## config.mk

```make
export PLATFORM = sky130hd
export DESIGN_NAME = hour_counter
export DESIGN_NICKNAME = d
export VERILOG_FILES = /design/src/rtl/hour_counter.sv
export SDC_FILE = /design/constraint.sdc
export NUM_CORES = 1
export LEC_CHECK = 0
export BUFFER_PORTS_ARGS = -buffer_cell sky130_fd_sc_hd__buf_4
export CAP_MARGIN = 10
export CORE_AREA = 2 2 55 57
export CTS_CLUSTER_DIAMETER = 200
export CTS_CLUSTER_SIZE = 14
export DETAILED_ROUTE_END_ITERATION = 6
export DIE_AREA = 0 0 57 59
export PLACE_DENSITY = 0.77
export SETUP_SLACK_MARGIN = 0.5
export SLEW_MARGIN = 20
export SYNTH_ARGS = -nofsm -noshare
export SYNTH_HDL_FRONTEND = slang
export SYNTH_SLANG_ARGS = --single-unit
```

## constraint.sdc

```tcl
create_clock -name clk -period 5.55 [get_ports clk]
set_clock_uncertainty 0.2 [all_clocks]
set_input_delay 0 -clock clk [delete_from_list [all_inputs] [get_ports clk]]
set_output_delay 0 -clock clk [all_outputs]
set_load 0.02 [all_outputs]
```

## src/rtl/hour_counter.sv

```systemverilog
// Hour stage of the alarm clock: 24h BCD hour with 12h view
// and day carry/borrow pulses toward a future date stage.
module hour_counter #(
    parameter int RESET_HOUR = 0
) (
    input  logic       clk,
    input  logic       rst,
    input  logic       change_hour_up,
    input  logic       change_hour_down,
    input  logic       hour_up,
    input  logic       hour_down,
    output logic [3:0] right_hour,
    output logic [3:0] left_hour,
    output logic [3:0] right_hour12,
    output logic [3:0] left_hour12,
    output logic       pm,
    output logic       day_up,
    output logic       day_down
);

    localparam logic [3:0] RST_TENS = 4'(RESET_HOUR / 10);
    localparam logic [3:0] RST_ONES = 4'(RESET_HOUR % 10);

    logic [3:0] tens_q, tens_d;
    logic [3:0] ones_q, ones_d;
    logic       prev_up_q, prev_up_d;
    logic       prev_dn_q, prev_dn_d;
    logic       day_up_q, day_up_d;
    logic       day_dn_q, day_dn_d;

    logic       cu, cd, inc, dec, illegal;
    logic [7:0] hour_bin;
    logic [7:0] hour12_bin;

    // Next hour, edge tracking and day pulses
    always_comb begin
        tens_d    = tens_q;
        ones_d    = ones_q;
        prev_up_d = change_hour_up;
        prev_dn_d = change_hour_down;
        day_up_d  = 1'b0;
        day_dn_d  = 1'b0;

        cu  = change_hour_up & ~prev_up_q;
        cd  = change_hour_down & ~prev_dn_q;
        inc = cu | hour_up;
        dec = cd | hour_down;

        illegal = (tens_q > 4'd2) || (ones_q > 4'd9) ||
                  ((tens_q == 4'd2) && (ones_q > 4'd3));

        // Opposing events in one cycle cancel out
        if (inc ^ dec) begin
            if (illegal) begin
                tens_d = 4'd0;
                ones_d = 4'd0;
            end else if (inc) begin
                if (tens_q == 4'd2 && ones_q == 4'd3) begin
                    tens_d   = 4'd0;
                    ones_d   = 4'd0;
                    day_up_d = cu;
                end else if (ones_q == 4'd9) begin
                    ones_d = 4'd0;
                    tens_d = tens_q + 4'd1;
                end else begin
                    ones_d = ones_q + 4'd1;
                end
            end else begin
                if (tens_q == 4'd0 && ones_q == 4'd0) begin
                    tens_d   = 4'd2;
                    ones_d   = 4'd3;
                    day_dn_d = cd;
                end else if (ones_q == 4'd0) begin
                    ones_d = 4'd9;
                    tens_d = tens_q - 4'd1;
                end else begin
                    ones_d = ones_q - 4'd1;
                end
            end
        end
    end

    // State registers; edge detectors reload live levels on reset
    always_ff @(posedge clk) begin
        if (rst) begin
            tens_q    <= RST_TENS;
            ones_q    <= RST_ONES;
            prev_up_q <= change_hour_up;
            prev_dn_q <= change_hour_down;
            day_up_q  <= 1'b0;
            day_dn_q  <= 1'b0;
        end else begin
            tens_q    <= tens_d;
            ones_q    <= ones_d;
            prev_up_q <= prev_up_d;
            prev_dn_q <= prev_dn_d;
            day_up_q  <= day_up_d;
            day_dn_q  <= day_dn_d;
        end
    end

    // 12h display view derived from the stored 24h hour
    always_comb begin
        hour_bin = ({4'd0, tens_q} * 8'd10) + {4'd0, ones_q};
        pm       = (hour_bin >= 8'd12);
        if (hour_bin == 8'd0) begin
            hour12_bin = 8'd12;
        end else if (hour_bin > 8'd12) begin
            hour12_bin = hour_bin - 8'd12;
        end else begin
            hour12_bin = hour_bin;
        end
        if (hour12_bin >= 8'd10) begin
            left_hour12  = 4'd1;
            right_hour12 = 4'(hour12_bin - 8'd10);
        end else begin
            left_hour12  = 4'd0;
            right_hour12 = 4'(hour12_bin);
        end
    end

    assign right_hour = ones_q;
    assign left_hour  = tens_q;
    assign day_up     = day_up_q;
    assign day_down   = day_dn_q;

endmodule

```

Word-level counts from Yosys, hierarchy flattened
Index checks and enable logic that the tools add are counted.

word-level totals
  input port bits = 6
  register bits after elaboration = 12
  ROM bits = 0
  word-level logic and storage cells = 63
  memory bits (writable) = 0
  memories = 0
  bits in latches = 0

operators by class
  magnitude comparators = 6
  $mul = 1
  shifts and indexed selects = 0
  bitwise gates (word level) = 11
  divide/modulo/power cells = 0
  eq/ne operators = 4
  mux-type cells = 16
  add/subtract/negate cells = 7
  reduce and logical (&&, ||, !) cells = 12

operators by type and width
  operator                                                            number
  two-way mux 4 bit                                                   13
  greater-or-equal comparator 8 x 4 -> 1 bit (second input constant)  2
  two-way mux 8 bit                                                   2
  OR reduction 5 bit                                                  2
  adder 4 x 1 -> 4 bit (second input constant)                        2
  adder 8 x 4 -> 8 bit                                                1
  == test 4 x 2 -> 1 bit (second input constant)                      2
  > comparator 4 x 2 -> 1 bit (second input constant)                 2
  > comparator 8 x 4 -> 1 bit (second input constant)                 1
  logical NOT 4 bit                                                   2
  logical NOT 8 bit                                                   1
  subtractor 4 x 1 -> 4 bit (second input constant)                   2
  subtractor 8 x 4 -> 8 bit (second input constant)                   1
  multiplier 4 x 3 -> 7 bit (second input constant)                   1
  inverter 1 bit                                                      6
  == test 4 bit (second input constant)                               1
  > comparator 4 bit (second input constant)                          1
  != test 4 x 1 -> 1 bit (second input constant)                      1
  nonzero test 4 bit                                                  1
  subtractor 4 bit (second input constant)                            1
  logical AND 1 bit                                                   3
  AND reduction 3 bit                                                 1
  AND 1 bit                                                           2
  logical OR 1 bit                                                    2
  other kinds (3)                                                     4

Depth between registers and ports, before layout
Gate-level depths: netlist (run 1).

  word-level depth = 7
  depth in mapped cells = 13
  mapped depth without buffers = 13

Worst setup path after synthesis (run 1)
No wires, ideal clock.

  kind = register to output
  start point = register tens_q[1] (netlist: left_hour[1])
  end point = output port right_hour12[2]
  required time = 5.350 ns
  arrival time = 3.913 ns
  buffers on the path = 0
  stages on the path, launching flop included = 11
  setup slack = 1.437 ns
  cell sequence = dfxtp_1 > ha_1 > ha_1 > fa_1 > o211a_1 > nand2_1 > or3_4 > a2111oi_4 > mux2_4 > o31ai_4 > mux2i_1

on the way
  longest elaborated chain between the ends = 7
  elaborated cells between the ends (all ways) = 10
  classes of those cells = add/sub: 3; mul: 1; order compare: 2; mux: 3; reduce/logical: 1

ends and longest elaborated chain
  element                                                                                line      source
  start, declared                                                                        24        logic [3:0] tens_q, tens_d;
  start signal, assigned                                                                 93        tens_q <= tens_d;
  multiplier 4 x 3 -> 7 bit *                                                            104       hour_bin = ({4'd0, tens_q} * 8'd10) + {4'd0, ones_q};
  adder 8 x 4 -> 8 bit *                                                                 104
  subtractor 8 x 4 -> 8 bit / > comparator 8 x 4 -> 1 bit (equally long branches)        109, 108
  two-way mux 8 bit                                                                      108       end else if (hour_bin > 8'd12) begin
  two-way mux 8 bit *                                                                    106       if (hour_bin == 8'd0) begin
  greater-or-equal comparator 8 x 4 -> 1 bit / subtractor 4 bit (equally long branches)  113, 115
  two-way mux 4 bit *                                                                    113       if (hour12_bin >= 8'd10) begin
  end, declared                                                                          14        output logic [3:0] right_hour12,

Every way passes the cells marked *; elsewhere a longest branch is shown, timed or not.

Worst setup path in the final report (run 1)
  start point = register tens_q[1] (netlist: left_hour[1])
  end point = output port right_hour12[3]

Same word-level chain as after synthesis.

==> metrics.cfg, run 1 <==
[run_status]
run_status=complete, no violations

[critical_path]
worstPathCellList=ha_1 > ha_1 > fa_1 > o211a_1 > nand2_1 > or3_4 > a2111oi_4 > o21ai_0 > ha_1 > a21o_2 > o32ai_1 > xnor2_1 > buf_4
worst_path_max_fanout=10
timing.rr.start=left_hour[0]$_SDFFE_PP0P_
cp.required_ns=5.35
timing.critical_path.mode_cell=ha_1
rr_worst_depth=9
crit_path_max_incr_delay_ns=0.56
worst_setup_path_type=register to output pin
regToRegSetupSlack_ns=2.68
crit-reg2reg-capture=left_hour[3]$_SDFFE_PP0P_
worst_setup_path_startpoint=left_hour[1]$_SDFFE_PP0P_
worstSetupStartpointType=register
critPathSlowestCell=fa_1
critical_path.top_delay_family=compound AO/OA/AOI/OAI gates
worst_setup_path_end_kind=output pin
worst-path-stages=13
path_buf_inv=1
capturing_element_of_the_worst_setup_path=right_hour12[3]
cp_data_arrival_time_ns=4.41

[grt]
remaining_global_route_overflow=0
groute.usage.overall_pct=18.7
largest_net_degree_at_the_start_of_global_routing=19
vias_in_the_first_global_route=1207
global_route_wire_length_before_repair_um=5090
grt_antenna_before_repair=0

[final_layout]
design.final.nets=206
antenna_cells=0
syn_to_final_growth_pct=14.6
final_layout_size_suffix_gt1_share_pct=20.8

[drt]
routedWlPerCell_um=13.8
drt-total-wl_um=2950
via_per_inst=5.97
drt-pass1-iter-count=4
vias=1277
post-route-drc-count=0
final_antenna_net_count=0
starting_drc_count_in_detailed_routing=43

[clocking]
number_of_clock_buffers_inserted_by_tritoncts=3
clkSinkCount=12
clockBufferDepth=2
cts_post_setup_buffers_inserted=0
clock_tree.root_cell=clkbuf_4
clk_pin_slew_ns=0.06
source_to_sink_clock_delay_at_the_later_pin_of_the_worst_skew_pair_ns=0.27
cts_tree=built
cts-htree-levels=1

[pwr]
switching_power_uw=542
post-layout-total-power_uw=1050
power_frac_clock_pct=4.9
cellLeakagePower_uw=0.000700
share_comb_of_total_power_pct=81.4
cell_internal_pwr_uw=503
vdd_ir_drop_max_mv=0.839
power.share.sequential_pct=13.7
power_density_nw_per_um2=687
p_sw_share_pct=51.9

[synthesis]
async_flop_share_pct=0
area_of_the_mapped_netlist_sq_um=1330
yosys_register_bits=12
edff_count_synth=0
synthDistinctLibCells=52
synth_flop_cell=dfxtp_1
synth_cells=167
synth_top_cells_by_area=dfxtp_1 (18%), ha_1 (12%), nor2_1 (5.1%)
post_synth.cell_area_avg_sq_um=7.94
synth_largest_area_cell=dfxtp_1
yosysTopAreaCellShare_pct=18.1
yosysWarnings=0
yosysSeqAreaShare_pct=18.1

[timing]
final.min_clock_period_ns=4.61
tightestPinTransition_ns=0.745
final_hold_violations=0
maxClockFrequency_mhz=217
timing.final.max_slew_violations=0
headroom_to_the_max_slew_limit_pct=50.1
rsz0062_at_grt=false
timing.setup.tns_ns=0
setup_violations=0
min_period_over_period_pct=83.1

[floorplanning]
floorplan_die_height_um=59
coreArea_sq_um=2710
floorplan.die.width_um=57
core.rowCount=19
initial_core_util_pct=48.9
floorplan.io_pins=25
dieArea_sq_um=3360

[placement]
port-buffer-count=21
dpl.hpwl_um=2290
gp_routability_congestion=0.869

[flow_run]
max-cap-violations=0

[min_path]
type_of_the_worst_min_delay_path=input port to register

synthesized netlist by cell type, types with 2 or more instances:
library cell,number
nor2_1,18
a21oi_1,13
ha_1,13
dfxtp_1,12
o21ai_0,10
nand2_1,9
inv_1,8
clkbuf_1,6
nor4_1,6
nand2b_1,4
xnor2_1,4
a211oi_1,3
buf_4,3
mux2i_1,3
nand3_1,3
nand3b_1,3
xor2_1,3
a21o_1,2
a21o_2,2
a22oi_1,2
and2_2,2
buf_1,2
buf_2,2
fa_1,2
nor3_1,2
nor3b_1,2
o21a_1,2
or4b_2,2
tightest hold or removal path: stages:
cell and delay, ns:
buf_4 0.08, a21oi_1 0.08, nand3b_1 0.29, nor4_1 0.10
cell usage in the layout (no fill, tap or decap), types with 3 or more instances in the layout:
master         instances
conb_1                 3
nand3b_1               3
clkbuf_4               3
nor2_1                18
nor4_1                 6
mux2i_1                3
a21oi_1               13
o21ai_0               10
xor2_1                 3
nand2_1                9
ha_1                  13
dfxtp_1               12
nand2b_1               4
inv_1                  8
a211oi_1               3
buf_4                 21
nand3_1                3
xnor2_1                4
dlygate4sd3_1          3
kinds of logic (layout without fill, tap and decap cells):
logic type | count (synthesis) | in the layout | share of synthesized area [%]
DFF | 12 | 12 | 18.1
xor gates and xnor gates | 7 | 7 | 4.62
AOI/OAI and AO/OA | 49 | 49 | 27.6
adders and majority gates | 15 | 15 | 15.3
buffers and inverters | 21 | 35 | 6.98
and+or+nand+nor | 58 | 58 | 23.7
muxes | 4 | 4 | 3.40
other | 1 | 3 | 0.283
through the flow:
stage | area, sq um | setup WS, ns | instances | utilization [%] | hold slack, ns
3_5_place_dp | 1470 | 1.24 | 208 | 54.2 | -0.0789
6_report | 1520 | 0.941 | 214 | 56.1 | 0.130
3_3_place_gp | 1470 | 1.49 | 208 | 54.2 | -0.0854
4_1_cts | 1520 | 0.937 | 214 | 56.1 | 0.113
5_1_grt | 1520 | 0.651 | 214 | 56.1 | 0.170
2_1_floorplan | 1330 | 1.44 | 169 | - | -0.172
cell type report:
class / count / area, sq um
timing repair buffer: 24 / 188
inverter: 8 / 30.0
multi-input combinational: 136 / 1000
clock buffer: 3 / 22.5
tap: 31 / 38.8
fill: 277 / 1190
sequential: 12 / 240
state kept, by name (all words and copies together), names as in the netlist:
signal	cells
left_hour	4
right_hour	4
day_down	1
day_up	1
prev_dn_q	1
prev_up_q	1
how the worst min path moves through the flow:
stage	end	slack, ns	from	cells past startpoint
floorplan	prev_dn_q$_DFF_P_	-0.17	change_hour_down	0
global placement	prev_dn_q$_DFF_P_	-0.09	change_hour_down	1
detailed placement	prev_dn_q$_DFF_P_	-0.08	change_hour_down	1
CTS	day_down$_SDFF_PP0_	0.11	hour_up	4
global route	day_down$_SDFF_PP0_	0.17	hour_up	4
finish	day_down$_SDFF_PP0_	0.13	hour_up	4
power by group through the flow:
stage | clock network (uW) | logic, uW | registers [uW]
final | 51.3 | 851 | 143
after global routing | 55.8 | 932 | 149
after CTS | 53.3 | 851 | 144
after detailed placement | 0 | 846 | 145
after global placement | 0 | 817 | 143
after floorplan | 0 | 612 | 141
per-layer routing:
layer / routed length [um] / vias up / GRT usage, %
li1: - / 638 / -
met1: 1280 / 601 / 22.2
met2: 1520 / 33 / 34.2
met3: 112 / 5 / 2.18
met4: 40 / 0 / 7.64
met5: 0 / - / 0
timing repair:
action                                  CTS  global route
gates resized for setup                   0             0
hold buffers                              3             0
endpoints found under the setup margin    0             0
hold endpoints to repair                 12             0
Note: power is estimated with default switching activity, not from simulation.
==> run 2, diff against run 1 <==
--- a/config.mk
+++ b/config.mk
@@ -12,7 +12,7 @@
 export CTS_CLUSTER_SIZE = 14
 export DETAILED_ROUTE_END_ITERATION = 6
 export DIE_AREA = 0 0 57 59
-export PLACE_DENSITY = 0.77
+export PLACE_DENSITY = 0.8
 export SETUP_SLACK_MARGIN = 0.5
 export SLEW_MARGIN = 20
 export SYNTH_ARGS = -nofsm -noshare
==> constraint.sdc (replaced) <==
create_clock -name clk -period 3.79 [get_ports clk]
set_clock_uncertainty 0.2 [all_clocks]
set_input_delay 0 -clock clk [delete_from_list [all_inputs] [get_ports clk]]
set_output_delay 0 -clock clk [all_outputs]
set_load 0.02 [all_outputs]
==> metrics.cfg, run 2 (synthesis results as in run 1) <==
[pwr]
cellLeakagePower_uw=0.000811
power_density_nw_per_um2=1150
vdd_ir_drop_max_mv=1.63

[critical_path]
crit_path_max_incr_delay_ns=0.53
cp_data_arrival_time_ns=3.69
worstPathCellList=ha_4 > ha_4 > fa_2 > o211a_1 > nand2_2 > or3_4 > a2111oi_4 > mux2_4 > o31ai_4 > mux2i_4 > buf_6
critPathSlowestCell=fa_2
worst_path_max_fanout=3
worstSetupStartpointType=register
cp.required_ns=3.59
timing.critical_path.mode_cell=ha_4
path_buf_inv=1
worst_setup_path_type=register to output pin
worst_setup_path_end_kind=output pin
critical_path.top_delay_family=adder cells

[timing]
min_period_over_period_pct=103
maxClockFrequency_mhz=257
final_hold_violations=0
setup_violations=3
final.min_clock_period_ns=3.89
tightestPinTransition_ns=0.766
headroom_to_the_max_slew_limit_pct=48.7
rsz0062_at_grt=true
timing.final.max_slew_violations=0
setup_slack_ns=-0.102

[placement]
preCtsSetupSlack_ns=0.000236
port-buffer-count=21
gp_routability_congestion=0.844
dpl.hpwl_um=2490

[drt]
final_antenna_net_count=0
vias=1381
routedWlPerCell_um=15.0
drt-pass1-iter-count=4
drt-total-wl_um=3480
via_per_inst=5.95
starting_drc_count_in_detailed_routing=52
post-route-drc-count=0

[grt]
global_route.usage.met3_pct=2.62
groute.usage.overall_pct=22.0
global_route_wire_length_before_repair_um=5910
vias_in_the_first_global_route=1332
grt_use_met1_pct=26.2
remaining_global_route_overflow=0
fraction_of_met2_tracks_used_by_global_routing_pct=40.1
busiest_layer=met2
grt_antenna_before_repair=0
largest_net_degree_at_the_start_of_global_routing=19

[min_path]
type_of_the_worst_min_delay_path=input port to register

[floorplanning]
initial_core_util_pct=48.9
floorplan_die_height_um=59
floorplan.die.width_um=57
dieArea_sq_um=3360
coreArea_sq_um=2710
floorplan.io_pins=25
core.rowCount=19

[final_layout]
number_of_fill_cells=233
final_common_cell=buf_4
finish.utilization_pct=66.1
most_frequent_cells_in_the_layout=buf_4 (34), nor2_1 (18), a21oi_1 (13)
final_layout_size_suffix_gt1_share_pct=35.8
syn_to_final_growth_pct=35.1
antenna_cells=0
design.final.nets=223

[clocking]
clk_pin_slew_ns=0.08
cts-htree-levels=1
number_of_clock_buffers_inserted_by_tritoncts=3
clock_tree.root_cell=clkbuf_4
cts_tree=built
source_to_sink_clock_delay_at_the_later_pin_of_the_worst_skew_pair_ns=0.28
clkSinkCount=12
clockBufferDepth=2

[run_status]
run_status=complete, but fails checks
failed_checks=setup timing

[flow_run]
max-cap-violations=0

## run 2: worst register-to-register path, delay by kind of cell, from the launching register on
| family | cells | cell delay [ns] |
|---|---|---|
| simple gates | 3 | 0.56 |
| mux | 1 | 0.24 |
| fa+ha+maj | 1 | 0.20 |
| flops | 1 | 0.34 |
| buf+inv | 2 | 0.22 |
| compound gates | 3 | 0.95 |
## run 2: stage by stage
step,TNS (ns),cells,area [sq um],total power (uW),hold slack (ns)
6_report,-0.284,232,1790,2070,0.0922
5_1_grt,-0.715,232,1790,2200,0.170
4_1_cts,-0.283,229,1740,2000,0.0799
3_5_place_dp,0,216,1590,1680,-0.0845
3_3_place_gp,0,216,1590,1620,-0.0850
2_1_floorplan,-0.0452,169,1400,1250,-0.172
## run 2: area by class of cell
class | count | area, sq um | share of cell area, %
clock buffer | 3 | 22.5 | 1.26
clock inverter | 1 | 3.75 | 0.209
inverter | 8 | 30.0 | 1.68
multi-input combinational | 136 | 1120 | 62.3
sequential | 12 | 250 | 14.0
tap | 31 | 38.8 | 2.16
timing repair buffer | 41 | 330 | 18.4
## run 2: power breakdown
part / internal [uW] / total [uW] / switching [uW]
registers: 152 / 180 / 28.7
clock network: 38.2 / 83.2 / 45.0
logic: 884 / 1800 / 918
## run 2: layer usage
layer | wire [um] | share of wire, %
met4 | 48 | 1.4
met3 | 147 | 4.2
met1 | 1510 | 43
met2 | 1780 | 51
met5 | 0 | 0
## run 2: path summary, 6_finish.rpt
path	cells after the start	slack, ns	from	to
hold / removal	4	0.09	hour_up	day_down$_SDFF_PP0_
hold reg to reg	2	0.32	prev_dn_q$_DFF_P_	day_down$_SDFF_PP0_
setup / recovery	11	-0.10	left_hour[3]$_SDFFE_PP0P_	right_hour12[2]
setup reg to reg	10	0.98	left_hour[0]$_SDFFE_PP0P_	left_hour[0]$_SDFFE_PP0P_
## run 2: repair_timing
action | in CTS | in global routing
hold buffers | 3 | 0
resized for setup | 11 | 4
setup buffers | 6 | 3
pin swaps | 7 | 1
setup endpoints to repair | 5 | 5
hold endpoints to repair | 12 | 0
